$ cat src/rtl/aes_v1_arbiter.sv
// aes_v1_arbiter: shares one aes_v1 unit between two requesters (optional counters: AES_ARB_PERF_EN)
module aes_v1_arbiter #(
  parameter bit RR_EN = 1'b1
) (
  input  logic        g_clk,
  input  logic        g_reset,
  input  logic        req0_valid,
  input  logic        req0_dec,
  input  logic        req0_mix,
  input  logic [31:0] req0_rs1,
  output logic        req0_ready,
  output logic [31:0] req0_rd,
  input  logic        req1_valid,
  input  logic        req1_dec,
  input  logic        req1_mix,
  input  logic [31:0] req1_rs1,
  output logic        req1_ready,
  output logic [31:0] req1_rd,
  output logic        unit_valid,
  output logic        unit_dec,
  output logic        unit_mix,
  output logic [31:0] unit_rs1,
  input  logic        unit_ready,
  input  logic [31:0] unit_rd,
`ifdef AES_ARB_PERF_EN
  output logic [15:0] perf_grant0,
  output logic [15:0] perf_grant1,
  output logic [15:0] perf_stall,
`endif
  output logic        busy
);
  typedef enum logic [1:0] {IDLE, BUSY, RESP} state_t;
  state_t      state_q, state_d;
  logic        grant_q, grant_d, ptr_q, ptr_d, dec_q, dec_d, mix_q, mix_d;
  logic [31:0] rs1_q, rs1_d, res_q, res_d;
  logic        pick, any_req;
  assign any_req = req0_valid | req1_valid;
  assign pick    = (req0_valid & req1_valid) ? (RR_EN ? ptr_q : 1'b0) : req1_valid;
  // Next-state: latch the winner's operands in IDLE, wait for the unit in BUSY, hand over in RESP
  always_comb begin
    state_d = state_q;
    grant_d = grant_q;
    ptr_d   = ptr_q;
    dec_d   = dec_q;
    mix_d   = mix_q;
    rs1_d   = rs1_q;
    res_d   = res_q;
    case (state_q)
      IDLE: if (any_req) begin
        state_d = BUSY;
        grant_d = pick;
        dec_d   = pick ? req1_dec : req0_dec;
        mix_d   = pick ? req1_mix : req0_mix;
        rs1_d   = pick ? req1_rs1 : req0_rs1;
      end
      BUSY: if (unit_ready) begin
        state_d = RESP;
        res_d   = unit_rd;
      end
      RESP: begin
        state_d = IDLE;
        ptr_d   = ~grant_q;
      end
      default: state_d = IDLE;
    endcase
  end
  // State and operand/result registers; reset clears everything so pointer favours requester 0
  always_ff @(posedge g_clk or posedge g_reset) begin
    if (g_reset) begin
      state_q <= IDLE;
      grant_q <= 1'b0;
      ptr_q   <= 1'b0;
      dec_q   <= 1'b0;
      mix_q   <= 1'b0;
      rs1_q   <= '0;
      res_q   <= '0;
    end else begin
      state_q <= state_d;
      grant_q <= grant_d;
      ptr_q   <= ptr_d;
      dec_q   <= dec_d;
      mix_q   <= mix_d;
      rs1_q   <= rs1_d;
      res_q   <= res_d;
    end
  end
  assign busy       = state_q != IDLE;
  assign unit_valid = state_q == BUSY;
  assign unit_dec   = dec_q;
  assign unit_mix   = mix_q;
  assign unit_rs1   = rs1_q;
  assign req0_ready = (state_q == RESP) & ~grant_q;
  assign req1_ready = (state_q == RESP) & grant_q;
  assign req0_rd    = req0_ready ? res_q : 32'h0;
  assign req1_rd    = req1_ready ? res_q : 32'h0;
`ifdef AES_ARB_PERF_EN
  logic [15:0] grant0_q, grant0_d, grant1_q, grant1_d, stall_q, stall_d;
  logic        idle_grant;
  assign idle_grant = (state_q == IDLE) & any_req;
  // Saturating event counters: grants per requester and BUSY cycles spent waiting on the unit
  always_comb begin
    grant0_d = grant0_q + 16'((idle_grant & ~pick) & (grant0_q != 16'hFFFF));
    grant1_d = grant1_q + 16'((idle_grant & pick) & (grant1_q != 16'hFFFF));
    stall_d  = stall_q + 16'((state_q == BUSY) & ~unit_ready & (stall_q != 16'hFFFF));
  end
  // Counter registers
  always_ff @(posedge g_clk or posedge g_reset) begin
    if (g_reset) begin
      grant0_q <= '0;
      grant1_q <= '0;
      stall_q  <= '0;
    end else begin
      grant0_q <= grant0_d;
      grant1_q <= grant1_d;
      stall_q  <= stall_d;
    end
  end
  assign perf_grant0 = grant0_q;
  assign perf_grant1 = grant1_q;
  assign perf_stall  = stall_q;
`endif
endmodule

$ cat config.mk
export PLATFORM = sky130hd
export DESIGN_NAME = aes_v1_arbiter
export DESIGN_NICKNAME = d
export VERILOG_FILES = /design/src/rtl/aes_v1_arbiter.sv
export SDC_FILE = /design/constraint.sdc
export NUM_CORES = 1
export LEC_CHECK = 0
export ABC_AREA = 1
export CORE_ASPECT_RATIO = 1.4
export CORE_UTILIZATION = 30
export CTS_CLUSTER_DIAMETER = 150
export DETAILED_ROUTE_END_ITERATION = 8
export PLACE_DENSITY = 0.74
export SLEW_MARGIN = 5
export SYNTH_ARGS = -nofsm -noshare
export SYNTH_HDL_FRONTEND = slang
export SYNTH_SLANG_ARGS = --single-unit
$ cat constraint.sdc
create_clock -name g_clk -period 4.1 [get_ports g_clk]
set_input_delay 0.615 -clock g_clk [delete_from_list [all_inputs] [get_ports g_clk]]
set_output_delay 0.615 -clock g_clk [all_outputs]
set_load 0.1 [all_outputs]
==> metrics.csv, run 1 <==
stage,metric,value,unit
worst_setup_path,"critical path fanouts, max",32,
global_routing,Tot GR Track Use,17.0,%
clock_tree,number of buffers created by CTS,9,
global_routing,vias in the first global route,3455,
clock_tree,clk buf depth,2,
logic_synthesis,post-synth top area cell,dfrtp_1,
timing,minimum clock period,3.17,ns
layout,Synth-to-Final Area Change,61.2,%
clock_tree,Worst-Skew Late Latency,0.33,ns
worst_setup_path,crit-path cells,inv_2 -> nand2_1 -> nor2_2 -> inv_2 -> nor2_1 -> clkdlybuf4s50_1,
detailed_routing,total routed wirelength,10.5,mm
timing,final-report hold violation count,0,
logic_synthesis,synth unique cells,20,
detailed_routing,Vias/cell,4.31,
layout,# fillers,1189,
logic_synthesis,Mean Syn Cell Area,7.18,sq um
timing,Clock Skews,0.00480,ns
timing,RSZ-0062 raised after global routing,false,
floorplan,Die Span Y,134,um
logic_synthesis,Post-Syn Area,3730,sq um
global_routing,largest net degree at the start of global routing,66,
hold_path,worst hold start,unit_rs1[19],
global_routing,initial antenna violation count,1,
global_routing,"Remaining Overflow, GRT",0,
worst_setup_path,Critical Path AT,2.55,ns
logic_synthesis,Synth area leaders,"dfrtp_1 47%, nand2_1 14%, inv_1 11%, nand3_1 9.3%, nor2_1 6.4%",
hold_path,Worst Hold Class,register to register,
worst_setup_path,worst endpoint required time,3.48,ns
clock_tree,H-tree levels,3,
clock_tree,post-CTS setup buffers,0,
layout,Finished Layout Cells,865,
logic_synthesis,most frequent cell after synthesis,nand2_1,
detailed_routing,Pre-Repair DR Iteration Count,4,
timing,FMAX,316,MHz
clock_tree,hold buffers post-CTS,0,
flow_run,maxcap violations,0,
placement,Placer Congestion,0.756,
clock_tree,"CTS clk-pin slew, worst paths",0.05,ns
detailed_routing,DRC errors left,0,
detailed_routing,post-route ant nets,0,
placement,DP Cell Count,848,
layout,fin nets,817,
layout,multi-input logic area,1340,sq um
worst_setup_path,Crit. End Element,primary output,
worst_setup_path,Worst Setup Start Kind,register,
timing,Max transition margin,31.9,%
logic_synthesis,area share of the largest cell type after synthesis,46.9,%
global_routing,first-pass GRT wire length,16.5,mm
timing,"Setup violations, final",0,
floorplan,FP Rows,47,
clock_tree,post-CTS sizing,0,
worst_setup_path,Buf/Inv on CP,3,
logic_synthesis,async set-reset flop share out of synthesis,100,%
worst_setup_path,Worst path max stage delay,1.14,ns
logic_synthesis,sequential fraction of the synthesis area,46.9,%
timing,fin. max-slew vios,0,
worst_setup_path,"Worst Path Class, Setup",register to primary output,
floorplan,Die Wd,96.3,um
power_and_ir_drop,PD cells,865,nW/um^2
worst_setup_path,Slowest cell on crit path,clkdlybuf4s50_1,
clock_tree,clock sinks,70,
timing,actual slew at the worst max-slew pin,1.02,ns
clock_tree,CTS tree,yes,
power_and_ir_drop,peak supply drop,0.483,mV
global_routing,global route hottest layer,met2,
placement,post-DP HPWL,7.70,mm
worst_setup_path,"most used cell, CP",inv_2,
global_routing,met1 Use GR,17.6,%
logic_synthesis,"EDFF count, synth",0,
logic_synthesis,Post-Syn Instances,520,
run_status,status,completed,
worst_setup_path,Reg-to-Reg Start,state_q[1],
placement,Port-buffer cells,206,
layout,register area,1750,sq um
floorplan,Core ar.,12000,sq um
power_and_ir_drop,Static Leak,0.00306,uW
timing,Final period util,77.3,%
floorplan,IO Pins,207,
detailed_routing,DR vias,3726,
worst_setup_path,Worst Setup SP,state_q[0],
floorplan,starting density of the core,31.1,%
detailed_routing,Initial DRC Count,128,
worst_setup_path,Worst path top cell family by delay,buffers and inverters,
logic_synthesis,Synth top cells by count,"137 x nand2_1, 105 x inv_1, 70 x dfrtp_1",
floorplan,Die Footprint,12900,sq um
layout,layout cells sized above 1,8.93,%
global_routing,grt met2 use,30.5,%
logic_synthesis,Most used DFF post-synth,dfrtp_1,
clock_tree,CTS root buf,clkbuf_16,
timing,TNS Setup,0,ns
logic_synthesis,Yosys reg bits,70,
global_routing,met3 usage,3.74,%
detailed_routing,routed length per instance,12.2,um
logic_synthesis,Ys Warns,0,
logic_synthesis,syn_nets,625,
[registers in the layout (all words and copies together) (netlist names)]
name,cells
grant_q,1
unit_rs1,32
unit_dec,1
unit_mix,1
ptr_q,1
state_q,2
res_q,32
[final cells by class]
cell class | count | share of cell area [%]
clock inverters | 4 | 1.17
well taps | 147 | 3.06
diodes | 1 | 0.0416
clock buffers | 12 | 4.10
repair buffers | 210 | 33.4
flip-flops and latches | 70 | 29.1
multi-input cells | 312 | 22.3
inverters | 109 | 6.85
[metal layers]
layer	wire (um)	vias to the layer above
li1	-	1923
met1	4030	1636
met2	5410	144
met3	686	23
met4	402	0
met5	0	-
[report_power, final]
part           internal [uW]  switching [uW]
clock network            547             272
logic                    706            2510
registers               1030             135
total                   2280            2920
[stage by stage]
step / setup WS [ns] / power, uW / area, sq um / utilization [%] / hold slack (ns)
final: 0.931 / 5200 / 6010 / 50.1 / 0.476
after floorplan: 0.505 / 3690 / 3730 / - / 0.453
after global routing: 0.750 / 5460 / 6010 / 50.1 / 0.496
after CTS: 0.901 / 5270 / 6010 / 50.1 / 0.480
after detailed placement: 1.26 / 4420 / 5690 / 47.5 / 0.464
after global placement: 1.31 / 4390 / 5690 / 47.5 / 0.462
[layout by cell type (no fill, tap or decap), drive strengths merged]
master | Yosys | layout
nand2 | 140 | 140
clkdlybuf4s50 | 0 | 172
inv | 109 | 109
a21oi | 1 | 1
nand3 | 69 | 69
bufinv | 0 | 2
o21ai | 33 | 33
diode | 0 | 1
o31ai | 1 | 1
clkinv | 0 | 2
dfrtp | 70 | 70
clkbuf | 4 | 12
nor2 | 68 | 68
buf | 25 | 38
[logic make-up after synthesis]
kind of cell	share of synthesized area, %
DFF	46.9
AOI/OAI and AO/OA	4.76
buffers and inverters	17.1
and+or+nand+nor	31.2
[worst paths after layout]
check                                to  slack [ns]  cells past startpoint
hold / removal             unit_rs1[19]        0.48                      2
setup reg to reg                grant_q        2.37                      6
setup / recovery            req1_rd[18]        0.93                      6
min in group asynchronous  unit_rs1[25]        0.68                      2
hold reg to reg            unit_rs1[19]        0.48                      2
max in group asynchronous     res_q[12]        2.46                      3
[tightest hold or removal path, stage by stage, from the launching register on]
cell     delay (ns)
dfrtp_1        0.34
nand2_1        0.05
nand2_1        0.05
Note: power is estimated with default switching activity, not from simulation.
==> run 2: changes to the inputs <==
--- a/config.mk
+++ b/config.mk
@@ -10,7 +10,7 @@
 export CORE_UTILIZATION = 30
 export CTS_CLUSTER_DIAMETER = 150
 export DETAILED_ROUTE_END_ITERATION = 8
-export PLACE_DENSITY = 0.74
+export PLACE_DENSITY = 0.76
 export SLEW_MARGIN = 5
 export SYNTH_ARGS = -nofsm -noshare
 export SYNTH_HDL_FRONTEND = slang
==> constraint.sdc (replaced) <==
create_clock -name g_clk -period 2.67 [get_ports g_clk]
set_input_delay 0.4005 -clock g_clk [delete_from_list [all_inputs] [get_ports g_clk]]
set_output_delay 0.4005 -clock g_clk [all_outputs]
set_load 0.1 [all_outputs]
==> run 2 against run 1 <==
Compared with the run above: global-route usage increased by 1.1 points; clock skew decreased by 0.0019 ns; combinational power increased by 62%; wire length increased by 4.7%; first-iteration DRC count increased by 4.7%; clock power increased by 33%; critical path depth unchanged; sequential power increased by 55%; non-clock buffer count increased by 7; die area unchanged; total power increased by 56%; largest cell class unchanged; largest power group unchanged.
==> metrics.csv, run 2 (same netlist as run 1, synthesis figures left out) <==
stage,metric,value,unit
layout,# fillers,1074,
power_and_ir_drop,peak supply drop,0.680,mV
floorplan,FP Rows,47,
clock_tree,H-tree levels,3,
detailed_routing,Initial DRC Count,134,
power_and_ir_drop,PD cells,1200,nW/um^2
timing,FMAX,437,MHz
hold_path,Worst Hold Class,primary input to asynchronous set/reset pin,
timing,Max transition margin,56.5,%
placement,DP Cell Count,855,
timing,final-report hold violation count,0,
worst_setup_path,Critical Path AT,1.89,ns
clock_tree,number of buffers created by CTS,9,
layout,Synth-to-Final Area Change,81.3,%
timing,actual slew at the worst max-slew pin,0.650,ns
global_routing,vias in the first global route,3623,
placement,post-DP HPWL,8.56,mm
run_status,status,completed,
layout,most frequent cells in the layout,"137 x nand2_1, 104 x inv_1, 104 x clkdlybuf4s50_1",
detailed_routing,DRC errors left,0,
worst_setup_path,Reg-to-Reg Start,state_q[1],
floorplan,starting density of the core,31.1,%
clock_tree,post-CTS setup buffers,0,
worst_setup_path,"Worst Path Class, Setup",register to primary output,
worst_setup_path,worst endpoint required time,2.27,ns
placement,Placer Congestion,0.802,
clock_tree,"CTS clk-pin slew, worst paths",0.05,ns
timing,fin. max-slew vios,0,
detailed_routing,total routed wirelength,11.0,mm
worst_setup_path,reg2reg end,res_q[25],
clock_tree,hold buffers post-CTS,0,
detailed_routing,post-route ant nets,0,
floorplan,Die Span Y,134,um
worst_setup_path,reg-to-reg setup timing slack,1.10,ns
timing,Final period util,85.6,%
worst_setup_path,R2R depth,5,
layout,# diodes,0,
clock_tree,clk buf depth,2,
timing,"Setup violations, final",0,
layout,Finished Layout Cells,869,
clock_tree,CTS tree,yes,
floorplan,Die Footprint,12900,sq um
power_and_ir_drop,Static Leak,0.00336,uW
global_routing,"Remaining Overflow, GRT",0,
floorplan,IO Pins,207,
clock_tree,CTS root buf,clkbuf_16,
global_routing,initial antenna violation count,0,
layout,fin nets,824,
layout,layout cells sized above 1,23.5,%
floorplan,Die Wd,96.3,um
worst_setup_path,"critical path fanouts, max",23,
clock_tree,clock sinks,70,
worst_setup_path,Worst Setup Start Kind,register,
worst_setup_path,Crit. End Element,primary output,
timing,minimum clock period,2.29,ns
detailed_routing,DR vias,3799,
global_routing,Tot GR Track Use,18.1,%
clock_tree,Worst-Skew Late Latency,0.32,ns
timing,TNS Setup,0,ns
floorplan,Core ar.,12000,sq um
timing,RSZ-0062 raised after global routing,false,
detailed_routing,routed length per instance,12.7,um
flow_run,maxcap violations,0,
layout,"commonest non-fill, non-tap cell in the layout",nand2_1,
clock_tree,post-CTS sizing,0,
detailed_routing,Pre-Repair DR Iteration Count,4,
timing,Clock Skews,0.00294,ns
detailed_routing,Vias/cell,4.37,
global_routing,largest net degree at the start of global routing,44,
global_routing,first-pass GRT wire length,17.8,mm
placement,Port-buffer cells,206,
## run 2: worst max path at each step
stage | start | endpoint | slack [ns] | cells after the start
after floorplan | state_q[0] | req1_rd[10] | 0.08 | 6
after global placement | req0_valid | unit_rs1[26] | 0.71 | 6
after detailed placement | req0_valid | unit_rs1[23] | 0.68 | 6
after CTS | state_q[1] | req1_rd[4] | 0.34 | 6
after global routing | state_q[1] | req1_rd[4] | 0.27 | 6
final | state_q[1] | req1_rd[0] | 0.38 | 6
## run 2: per-stage QoR
step	power, uW	hold WS, ns	utilization, %	worst slack [ns]	area (sq um)
2_1_floorplan	5730	0.453	-	0.0761	3820
3_3_place_gp	6990	0.465	54.1	0.706	6490
3_5_place_dp	7050	0.466	54.1	0.684	6490
4_1_cts	8170	0.431	56.4	0.337	6760
5_1_grt	8500	0.471	56.4	0.266	6760
6_report	8090	0.418	56.4	0.384	6760
## run 2: final cells by class
cell class	instances	area (sq um)	area share, %
Inverter	109	413	6.10
Multi-Input combinational cell	312	1430	21.1
Tap cell	147	184	2.72
Sequential cell	70	1750	25.9
Clock inverter	1	5.00	0.0740
Timing Repair Buffer	217	2720	40.1
Clock buffer	13	270	4.00
## run 2: report_power, final
| part | leakage, uW | internal [uW] | switching, uW | total [uW] |
|---|---|---|---|---|
| sequential | 0.000855 | 1580 | 225 | 1810 |
| combinational | 0.00237 | 1230 | 3960 | 5190 |
| clock | 0.000138 | 692 | 398 | 1090 |
| total | 0.00336 | 3500 | 4590 | 8090 |
## run 2: layer usage
layer  part of all wire (%)  track usage (%)  vias up
met2                     53             32.1      133
met4                    2.6             7.30        0
li1                       -                -     1943
met1                     38             20.5     1702
met3                    6.2             3.85       21
met5                      0                0        -
## run 2: critical path, cell delays in order, from the launching register on
cell and delay [ns]:
dfrtp_1 0.42, nand2_1 0.15, nor2_4 0.05, inv_2 0.46, buf_4 0.26, nor2_2 0.05
buf_12 0.16
==> run 3: changes to the inputs <==
--- a/config.mk
+++ b/config.mk
@@ -7,10 +7,10 @@
 export LEC_CHECK = 0
 export ABC_AREA = 1
 export CORE_ASPECT_RATIO = 1.4
-export CORE_UTILIZATION = 30
+export CORE_UTILIZATION = 35
 export CTS_CLUSTER_DIAMETER = 150
 export DETAILED_ROUTE_END_ITERATION = 8
-export PLACE_DENSITY = 0.76
+export PLACE_DENSITY = 0.86
 export SLEW_MARGIN = 5
 export SYNTH_ARGS = -nofsm -noshare
 export SYNTH_HDL_FRONTEND = slang
==> run 3 against run 2 <==
Compared with the run above: first-iteration DRC count grew 74%; fmax shrank 3.5%; cell area is essentially flat; total power grew 2.6%; global-route usage grew 4.9 points; register-to-register slack lost 0.07 ns; clock skew grew 0.0023 ns; utilization grew 9.0 points; sequential cell count is the same; critical path depth shrank 1; sequential share of layout area is essentially flat; die area shrank 14%; largest cell class unchanged.
==> metrics.csv, run 3 (same netlist as run 1, synthesis figures left out) <==
stage,metric,value,unit
run_status,status,completed,
worst_setup_path,Worst path max stage delay,0.64,ns
floorplan,starting density of the core,36.0,%
timing,Final period util,88.8,%
layout,most frequent cells in the layout,"137 x nand2_1, 104 x inv_1, 104 x clkdlybuf4s50_1",
floorplan,Core ar.,10300,sq um
clock_tree,CTS tree,yes,
clock_tree,clk buf depth,2,
floorplan,Die Wd,89.3,um
worst_setup_path,"critical path fanouts, max",32,
clock_tree,number of buffers created by CTS,9,
timing,Max transition margin,40.2,%
timing,TNS Setup,0,ns
layout,# diodes,0,
detailed_routing,post-route ant nets,0,
worst_setup_path,Reg-to-Reg Start,state_q[1],
layout,layout cells sized above 1,23.1,%
timing,FMAX,422,MHz
clock_tree,hold buffers post-CTS,0,
layout,Synth-to-Final Area Change,81.4,%
timing,RSZ-0062 raised after global routing,false,
clock_tree,H-tree levels,3,
timing,minimum clock period,2.37,ns
worst_setup_path,crit-path cells,nand2_1 -> nor2_4 -> inv_2 -> nor2_2 -> buf_12,
floorplan,Die Span Y,124,um
worst_setup_path,Crit. End Element,primary output,
detailed_routing,total routed wirelength,12.1,mm
global_routing,"Remaining Overflow, GRT",0,
placement,Placer Congestion,0.844,
worst_setup_path,Worst Setup Start Kind,register,
layout,Finished Layout Cells,857,
power_and_ir_drop,"Power, Total",8300,uW
worst_setup_path,"Worst Path Class, Setup",register to primary output,
worst_setup_path,Worst Setup SP,state_q[1],
clock_tree,post-CTS sizing,0,
timing,Final WS setup,0.300,ns
floorplan,IO Pins,207,
flow_run,maxcap violations,0,
detailed_routing,routed length per instance,14.2,um
floorplan,Die Footprint,11100,sq um
detailed_routing,Initial DRC Count,233,
placement,pre-CTS setup slack,0.516,ns
detailed_routing,DR vias,3998,
detailed_routing,DRC errors left,0,
timing,"Setup violations, final",0,
timing,actual slew at the worst max-slew pin,0.895,ns
global_routing,largest net degree at the start of global routing,41,
layout,fin nets,819,
power_and_ir_drop,PD cells,1230,nW/um^2
global_routing,vias in the first global route,4023,
worst_setup_path,Critical Path AT,1.97,ns
clock_tree,post-CTS setup buffers,0,
timing,final-report hold violation count,0,
worst_setup_path,Slowest cell on crit path,inv_2,
power_and_ir_drop,Static Leak,0.00336,uW
placement,post-DP HPWL,9.61,mm
power_and_ir_drop,peak supply drop,0.842,mV
worst_setup_path,Worst path top cell family by delay,buffers and inverters,
floorplan,FP Rows,44,
layout,final instance area,6770,sq um
layout,"commonest non-fill, non-tap cell in the layout",nand2_1,
hold_path,Worst Hold Class,primary input to asynchronous set/reset pin,
clock_tree,clock sinks,70,
worst_setup_path,Buf/Inv on CP,2,
placement,"Cell Area, Placed",6450,sq um
timing,Clock Skews,0.00525,ns
global_routing,first-pass GRT wire length,19.1,mm
clock_tree,CTS root buf,clkbuf_16,
detailed_routing,Pre-Repair DR Iteration Count,4,
detailed_routing,Vias/cell,4.67,
clock_tree,Worst-Skew Late Latency,0.32,ns
global_routing,initial antenna violation count,0,
placement,DP Cell Count,841,
placement,Port-buffer cells,206,
clock_tree,"CTS clk-pin slew, worst paths",0.06,ns
timing,fin. max-slew vios,0,
global_routing,Tot GR Track Use,22.9,%
worst_setup_path,worst endpoint required time,2.27,ns
==> run 3: changes by cell type in the layout (fill, tap and decap cells not counted) <==
cell,delta
bufinv_16,+2
clkbuf_1,+1
buf_4,-6
buf_12,+1
inv_2,+1
clkbuf_8,-2
==> run 3: metrics by stage <==
stage | utilization, % | hold slack, ns
floorplan | - | 0.453
CTS | 65.4 | 0.365
finish | 65.4 | 0.359
global route | 65.4 | 0.382
detailed placement | 62.3 | 0.467
global placement | 62.3 | 0.467
==> run 3: path summary, 6_finish.rpt <==
path / end / slack [ns] / cells after the start
setup / recovery: req1_rd[9] / 0.30 / 5
hold / removal: unit_rs1[20] / 0.36 / 2
setup reg to reg: grant_q / 1.03 / 6
hold reg to reg: grant_q / 0.48 / 2
max in group asynchronous: unit_rs1[13] / 1.75 / 3
min in group g_clk: grant_q / 0.48 / 2
==> run 3: layer usage <==
metal / up-vias / wire, um / GRT usage [%]
met3: 40 / 787 / 5.43
li1: 1931 / - / -
met4: 0 / 574 / 12.0
met1: 1855 / 4280 / 23.3
met5: - / 0 / 0
met2: 172 / 6490 / 42.4
==> run 3: worst reg2reg max path: stages, from the launching register on <==
cell     delay (ns)
dfrtp_1        0.43
inv_1          0.09
nand2_2        0.10
nor2_8         0.41
inv_4          0.28
nand2_1        0.12
o21ai_0        0.08
==> run 3: layout make-up <==
cell class	instances	area [sq um]
Clock buffer	12	246
Clock inverter	4	70.1
Fill cell	815	3580
Inverter	109	412
Multi-Input combinational cell	312	1430
Sequential cell	70	1750
Tap cell	138	173
Timing Repair Buffer	212	2690
==> run 3: power by group <==
group	switching [uW]	internal, uW
sequential	240	1580
clock	425	840
combinational	4000	1220
total	4660	3640
